`src/rtl/vmem_rect_fill_pkg.sv`:
```
// Shared constants for the vmem rectangle-fill engine: register map, CTRL bits,
// FSM encoding and default visible-area limits.
package vmem_rect_fill_pkg;

   localparam logic [3:0] REG_ORIGIN = 4'h0;
   localparam logic [3:0] REG_SIZE   = 4'h4;
   localparam logic [3:0] REG_COLOR  = 4'h8;
   localparam logic [3:0] REG_CTRL   = 4'hC;

   localparam int CTRL_START    = 0;
   localparam int CTRL_ABORT    = 1;
   localparam int CTRL_CLR_DONE = 2;

   localparam int STAT_BUSY = 0;
   localparam int STAT_DONE = 1;

   typedef enum logic {
      ST_IDLE = 1'b0,
      ST_RUN  = 1'b1
   } state_e;

   localparam int DEF_MAX_X = 239;
   localparam int DEF_MAX_Y = 239;

endpackage

```
`src/rtl/vmem_rect_fill_scan.sv`:
```
// 9-bit raster counter for the fill engine: x advances first, then y.
// Holds its own copy of the origin and end coordinates from the load cycle.
module rect_scan (
   input  logic       clk_i,
   input  logic       rst_i,
   input  logic       load,
   input  logic       advance,
   input  logic [7:0] x0,
   input  logic [7:0] y0,
   input  logic [8:0] w,
   input  logic [8:0] h,
   output logic [8:0] x,
   output logic [8:0] y,
   output logic       last
);

   logic [8:0] x0_q;
   logic [8:0] x_end_q;
   logic [8:0] y_end_q;

   // NOTE: sequential state uses non-blocking assignments so every register
   // samples the pre-edge values, independent of statement order.
   always_ff @(posedge clk_i or posedge rst_i) begin
      if (rst_i) begin
         x       <= '0;
         y       <= '0;
         x0_q    <= '0;
         x_end_q <= '0;
         y_end_q <= '0;
      end else if (load) begin
         x       <= {1'b0, x0};
         y       <= {1'b0, y0};
         x0_q    <= {1'b0, x0};
         // Largest end coordinate is 255 + 256 - 1 = 510, so 9 bits never wrap.
         x_end_q <= {1'b0, x0} + w - 9'd1;
         y_end_q <= {1'b0, y0} + h - 9'd1;
      end else if (advance) begin
         if (x == x_end_q) begin
            x <= x0_q;
            y <= y + 9'd1;
         end else begin
            x <= x + 9'd1;
         end
      end
   end

   assign last = (x == x_end_q) && (y == y_end_q);

endmodule

```
`src/rtl/vmem_rect_fill.sv`:
```
// Memory-mapped rectangle-fill engine: register file, IDLE/RUN control FSM
// and clipping in front of the 3-bit-per-pixel video memory write port.
module vmem_rect_fill
   import vmem_rect_fill_pkg::*;
#(
   parameter int MAX_X = DEF_MAX_X,
   parameter int MAX_Y = DEF_MAX_Y
) (
   input  logic        clk_i,
   input  logic        rst_i,
   input  logic        cfg_we_i,
   input  logic [3:0]  cfg_addr_i,
   input  logic [31:0] cfg_wdata_i,
   output logic [31:0] cfg_rdata_o,
   input  logic        vmem_ready_i,
   output logic        vmem_we_o,
   output logic [15:0] vmem_waddr_o,
   output logic [2:0]  vmem_wdata_o,
   output logic        busy_o,
   output logic        done_o
);

   localparam logic [8:0] MAX_X9 = 9'(MAX_X);
   localparam logic [8:0] MAX_Y9 = 9'(MAX_Y);

   state_e      state_q, state_d;
   logic [7:0]  x0_q, y0_q;
   logic [8:0]  w_q, h_q;
   logic [2:0]  color_q;
   logic [2:0]  color_w_q;
   logic        done_flag_q;
   logic        done_set;
   logic        scan_load, scan_adv, scan_last;
   logic [8:0]  scan_x, scan_y;
   logic        ctrl_wr, start, abort, clr_done;
   logic [31:0] rdata_d;
   logic        unused_wdata;

   assign ctrl_wr  = cfg_we_i && (cfg_addr_i == REG_CTRL);
   assign start    = ctrl_wr && cfg_wdata_i[CTRL_START];
   assign abort    = ctrl_wr && cfg_wdata_i[CTRL_ABORT];
   assign clr_done = ctrl_wr && cfg_wdata_i[CTRL_CLR_DONE];
   assign unused_wdata = ^cfg_wdata_i[31:25];

   always_ff @(posedge clk_i or posedge rst_i) begin
      if (rst_i) begin
         x0_q    <= '0;
         y0_q    <= '0;
         w_q     <= '0;
         h_q     <= '0;
         color_q <= '0;
      end else if (cfg_we_i) begin
         case (cfg_addr_i)
            REG_ORIGIN: begin
               x0_q <= cfg_wdata_i[7:0];
               y0_q <= cfg_wdata_i[15:8];
            end
            REG_SIZE: begin
               w_q <= cfg_wdata_i[8:0];
               h_q <= cfg_wdata_i[24:16];
            end
            REG_COLOR: color_q <= cfg_wdata_i[2:0];
            default: ;
         endcase
      end
   end

   // NOTE: every output of this block gets a default first, so no path leaves
   // a signal unassigned and no latch is inferred.
   always_comb begin
      state_d   = state_q;
      scan_load = 1'b0;
      scan_adv  = 1'b0;
      done_set  = 1'b0;
      case (state_q)
         ST_IDLE: begin
            if (start) begin
               if (w_q == 9'd0 || h_q == 9'd0) begin
                  done_set = 1'b1;
               end else begin
                  state_d   = ST_RUN;
                  scan_load = 1'b1;
               end
            end
         end
         ST_RUN: begin
            if (abort) begin
               state_d  = ST_IDLE;
               done_set = 1'b1;
            end else if (vmem_ready_i) begin
               scan_adv = 1'b1;
               if (scan_last) begin
                  state_d  = ST_IDLE;
                  done_set = 1'b1;
               end
            end
         end
         default: state_d = ST_IDLE;
      endcase
   end

   always_ff @(posedge clk_i or posedge rst_i) begin
      if (rst_i) begin
         state_q     <= ST_IDLE;
         done_o      <= 1'b0;
         done_flag_q <= 1'b0;
         color_w_q   <= '0;
         cfg_rdata_o <= '0;
      end else begin
         state_q     <= state_d;
         done_o      <= done_set;
         cfg_rdata_o <= rdata_d;
         if (scan_load) color_w_q <= color_q;
         // Completion in the same cycle as CLR_DONE leaves DONE set.
         if (done_set)      done_flag_q <= 1'b1;
         else if (clr_done) done_flag_q <= 1'b0;
      end
   end

   always_comb begin
      rdata_d = '0;
      case (cfg_addr_i)
         REG_ORIGIN: rdata_d[15:0] = {y0_q, x0_q};
         REG_SIZE: begin
            rdata_d[8:0]   = w_q;
            rdata_d[24:16] = h_q;
         end
         REG_COLOR: rdata_d[2:0] = color_q;
         REG_CTRL: begin
            rdata_d[STAT_BUSY] = (state_q == ST_RUN);
            rdata_d[STAT_DONE] = done_flag_q;
         end
         default: ;
      endcase
   end

   rect_scan u_scan (
      .clk_i   (clk_i),
      .rst_i   (rst_i),
      .load    (scan_load),
      .advance (scan_adv),
      .x0      (x0_q),
      .y0      (y0_q),
      .w       (w_q),
      .h       (h_q),
      .x       (scan_x),
      .y       (scan_y),
      .last    (scan_last)
   );

   // Clipped pixels still take their cycle; only the strobe is suppressed.
   assign busy_o       = (state_q == ST_RUN);
   assign vmem_we_o    = busy_o && vmem_ready_i && (scan_x <= MAX_X9) && (scan_y <= MAX_Y9);
   assign vmem_waddr_o = {scan_y[7:0], scan_x[7:0]};
   assign vmem_wdata_o = color_w_q;

endmodule
```
`config.mk`:
```
export PLATFORM = sky130hd
export DESIGN_NAME = vmem_rect_fill
export DESIGN_NICKNAME = d
export VERILOG_FILES = /design/src/rtl/vmem_rect_fill_pkg.sv /design/src/rtl/vmem_rect_fill_scan.sv /design/src/rtl/vmem_rect_fill.sv
export SDC_FILE = /design/constraint.sdc
export NUM_CORES = 1
export LEC_CHECK = 0
export CAP_MARGIN = 15
export CORE_MARGIN = 10
export CORE_UTILIZATION = 30
export CTS_CLUSTER_DIAMETER = 40
export DETAILED_ROUTE_END_ITERATION = 10
export SYNTH_ARGS = -nofsm -noshare
export SYNTH_HDL_FRONTEND = slang
export SYNTH_SLANG_ARGS = --single-unit
```
`constraint.sdc`:
```
create_clock -name clk_i -period 3.95 [get_ports clk_i]
set_input_delay 1.185 -clock clk_i [delete_from_list [all_inputs] [get_ports clk_i]]
set_output_delay 1.185 -clock clk_i [all_outputs]
set_load 0.01 [all_outputs]
```
=== Yosys cells after proc, flatten, opt, wreduce, memory -nomap -nowiden ===
Index checks and enable logic that the tools add are counted.

* Bits in registers: 112
* Bits in latches: 0
* Memory bits (writable): 0
* ROM bits: 0
* Output and inout bits: 54
* Memories: 0

* $add $sub $neg: 6
* $mul: 0
* Div/mod/pow operators: 0
* $lt $le $gt $ge: 2
* Equal/unequal tests: 5
* Shift-type cells: 0
* Mux-type cells: 29
* Bitwise logic cells: 1
* Reduce and logical (&&, ||, !) cells: 19

{| class="wikitable"
|+ Operator list
! operator !! number
|-
| 9-bit 2-to-1 mux || 7
|-
| 8-bit by 9-bit adder with 9-bit output || 2
|-
| 9-bit by 1-bit adder with 9-bit output, second input constant || 2
|-
| 9-bit == test || 2
|-
| 9-bit by 8-bit less-or-equal comparator with 1-bit output, second input constant || 2
|-
| 9-bit logical NOT || 2
|-
| 9-bit by 1-bit subtractor with 9-bit output, second input constant || 2
|-
| 1-bit 2-to-1 mux || 16
|-
| 6-bit case mux with 2 select lines || 1
|-
| 4-bit == test, second input constant || 2
|-
| 1-bit logical AND || 8
|-
| 2-bit case mux with 4 select lines || 1
|-
| 2-bit AND reduction || 4
|-
| 7-bit 2-to-1 mux || 1
|-
| 2-bit nonzero test || 3
|-
| 4-bit by 3-bit == test with 1-bit output, second input constant || 1
|-
| 4-bit logical NOT || 1
|-
| 1-bit case mux with 2 select lines || 2
|-
| 1-bit case mux with 3 select lines || 1
|-
| 1-bit logical OR || 1
|-
| 1-bit NOT || 1
|}

=== Logic depth before layout (Yosys ltp) ===
* Depth in word-level cells: 7
* Depth in mapped cells: 10

=== Modules after synthesis ===
Synthesis repeated with hierarchy kept, for this count alone.

* Cell total of the unflattened synthesis: 538
* Area, all modules: 5997.0 µm²

{| class="wikitable"
|+ By module, submodules not included
! module !! instances !! cells an instance !! area each (µm²)
|-
| rect_scan || 1 || 350 || 3179.3
|-
| vmem_rect_fill || 1 || 188 || 2817.7
|}

=== Worst setup path before layout ===
No wires, ideal clock.

* Kind: input port to output port
* From: input port vmem_ready_i
* To: output port vmem_we_o
* Data arrival time: 2.126 ns
* Slack: 0.639 ns
* Stages on the path: 3
* Buffers on the path: 0
* Path through: nand2_1 > or4b_2 > a41oi_1

* Longest elaborated chain between the ends: 3

{| class="wikitable"
|+ Ends and longest elaborated chain
! item !! line !! RTL
|-
| from (decl) || vmem_rect_fill.sv:15 || <nowiki>input logic vmem_ready_i,</nowiki>
|-
| 1-bit logical AND (3 in series) || vmem_rect_fill.sv:153 || <nowiki>assign vmem_we_o = busy_o && vmem_ready_i && (scan_x <= MAX_X9) && (scan_y <= MAX_Y9);</nowiki>
|-
| to (decl) || vmem_rect_fill.sv:16 || <nowiki>output logic vmem_we_o,</nowiki>
|}

No other way between the ends.

=== Worst setup path after layout ===
Same ends and word-level chain as after synthesis.

==> key figures <==
STA
  – Fin crit share: 0.952
  – Clk_skew: 0.00956 ns
  – RSZ-0062 raised after global routing: false
  – Hold WS: 0.477 ns
  – Highest clock rate: 266 MHz
  – Slew Limit Fails: 0
  – Crit path time final: 3.76 ns
  – Final setup vio count: 0
  – Tightest Pin Transition: 0.681 ns
  – Worst slew margin: 0.543
  – Worst Setup Slack, final: 0.191 ns
  – Final hold violation count: 0

Route
  – Antenna-violating nets left: 0
  – DR vias: 4435
  – Post-Route WL: 15.5 mm
  – Via density: 4.70
  – Wirelength per Cell: 16.4 um
  – Remaining DRCs: 0
  – Router iterations before antenna repair: 5
  – DRT iter0 DRCs: 278

Yosys
  – Post-synth top area share: 0.460
  – Synthesized area per cell: 10.1 um^2
  – Synth warn: 0
  – Ranking of synthesized cells by area: dfrtp_1 46%, ha_1 6.6%, mux2_2 5.2%
  – Synth area leader: dfrtp_1
  – Main synth FF type: dfrtp_1
  – #FFs+latches synth: 112
  – Cell Area, Synth: 0.00609 mm^2
  – Sequential share of the synthesized area: 0.460
  – Top cells by count, synth: 112 x dfrtp_1, 70 x inv_1, 62 x nand2_1
  – Synth unique cells: 57
  – Ys async rst share: 1.00
  – Synthesized instance count: 601
  – Top-count cell post-synth: dfrtp_1
  – Post-synth EDFFs: 0

Global routing
  – First-pass GRT wire length: 24.8 mm
  – Vias in the first global route: 4480
  – GRT Total Usage: 0.120
  – Grt total ovfl: 0
  – Largest net degree at the start of global routing: 97
  – Antenna violations before repair: 0

Die
  – Die Wd: 162 um
  – Die area: 0.0264 mm^2
  – I/O Pins: 94
  – Site Rows: 52
  – Initial Util: 0.303
  – Core area: 0.0201 mm^2
  – Die Y: 162 um

Finish
  – Area occupied by multi-input gates: 0.00280 mm^2
  – Sequential cell area: 0.00280 mm^2
  – Post-layout util: 0.370
  – NumNets Final: 744
  – Area growth, synth to finish: 22.2%
  – Inserted Diodes: 0
  – Fillers: 2026
  – Layout cells sized above 1: 0.125

Worst setup path
  – Worst setup SP type: primary input
  – Worst Path Required: 2.76 ns
  – Max FO, Critical Path: 2
  – Crit path capture type: primary output
  – Worst R2R End: u_scan.y_end_q[7]
  – CP arrival: 2.57 ns
  – Reg2Reg Depth: 10
  – FF-to-FF Start: h_q[1]
  – R2R Setup Slk: 1.48 ns
  – CP Class: in2out

Place
  – Final HPWL DP: 11.9 mm
  – Port bufs: 79
  – RePlAce Congestion: 0.829
  – Dpl ws: -0.408 ns

CTS
  – Root Buffer: clkbuf_16
  – Clk sinks: 112
  – Clock-pin transition on the worst setup and hold timing paths: 0.07 ns
  – Clock Path Buffers: 2
  – Clk Latency, worst-skew pair: 0.36 ns
  – CTS Buf Count: 9
  – CTS H-tree lvls: 3
  – CTS tree: done
  – Setup Fix Bufs, Post-CTS: 0

Hold path
  – Hold wc startpoint: u_scan.x0_q[7]
  – Hold Path Sink: u_scan.x0_q[7]
  – Hold WC Path Type: reg2reg
  – Worst hold stages: 2

Power
  – PwrDens: 579 mW/mm^2
  – Pwr Total: 4310 uW
  – Peak VDD IR: 0.236 mV
  – Pleak: 0.00339 uW

Run
  – Total of max-cap violations: 0

Status
  – Status: completed
-- power breakdown --
part	switching (uW)	leakage [uW]	internal, uW	total (uW)
sequential	297	0.00145	1400	1690
combinational	865	0.00179	806	1670
clock	442	0.000148	500	942
total	1600	0.00339	2700	4310
-- stage by stage --
step / cells / instance area (um^2) / setup TNS [ns]
floorplan: 607 / 6120 / 0
global placement: 929 / 7130 / -0.345
finish: 944 / 7440 / 0
global route: 944 / 7440 / 0
CTS: 944 / 7440 / 0
detailed placement: 929 / 7130 / -0.408
-- flip-flops by register name, summed over array words and instances, names as in the netlist --
register and flops:
busy_o 1, vmem_wdata_o 3, color_q 3, u_scan.y 9, done_o 1, y0_q 8
h_q 9, w_q 9, u_scan.x_end_q 9, x0_q 8, done_flag_q 1, u_scan.x0_q 8
u_scan.x 9, cfg_rdata_o 25, u_scan.y_end_q 9
-- kinds of logic after synthesis --
logic type,synth area share
flops,0.460
buf+inv,0.0863
fa+ha+maj,0.0723
xor+xnor,0.0470
simple gates,0.147
mux,0.0807
other cells,0.000616
compound gates,0.106
-- cell type report --
| class | instances | area share |
|---|---|---|
| tap | 270 | 0.0454 |
| multi-input combinational | 382 | 0.376 |
| sequential | 112 | 0.377 |
| clock buffer | 9 | 0.0303 |
| clock inverter | 6 | 0.0103 |
| inverter | 70 | 0.0358 |
| timing repair buffer | 95 | 0.125 |
-- routing by layer --
layer / GRT usage / vias up / wire [um]
li1: - / 2180 / -
met1: 0.162 / 2124 / 7560
met2: 0.178 / 115 / 6640
met3: 0.0356 / 16 / 1010
met4: 0.0438 / 0 / 270
met5: 0 / - / 0
-- critical path, stage by stage --
cell	delay, ns
clkdlybuf4s50_1	0.48
nand2_1	0.08
or4b_4	0.50
a41oi_2	0.17
buf_2	0.16
-- layout by cell type (no fill, tap or decap), types with 14 or more instances in the layout --
cell,count
a21oi_1,14
dfrtp_1,112
ha_1,32
clkdlybuf4s50_1,78
nand2_1,62
inv_1,69
xnor2_1,17
mux2_2,28
buf_4,14
nor2_1,20
o21ai_0,36
-- timing repair --
action                                  in CTS  in global routing
hold buffers                                 0                  0
gates resized for setup                      5                  1
endpoints found under the setup margin       1                  1
-- how the worst max path moves through the flow --
stage,start,end,slack (ns),depth (start not counted)
after floorplan,vmem_ready_i,vmem_we_o,0.64,3
after global placement,vmem_ready_i,vmem_we_o,-0.35,5
after detailed placement,vmem_ready_i,vmem_we_o,-0.41,5
after CTS,vmem_ready_i,vmem_we_o,0.03,5
after global routing,vmem_ready_i,vmem_we_o,0.09,5
final,vmem_ready_i,vmem_we_o,0.19,5
Power figures use the tool's default switching activity.
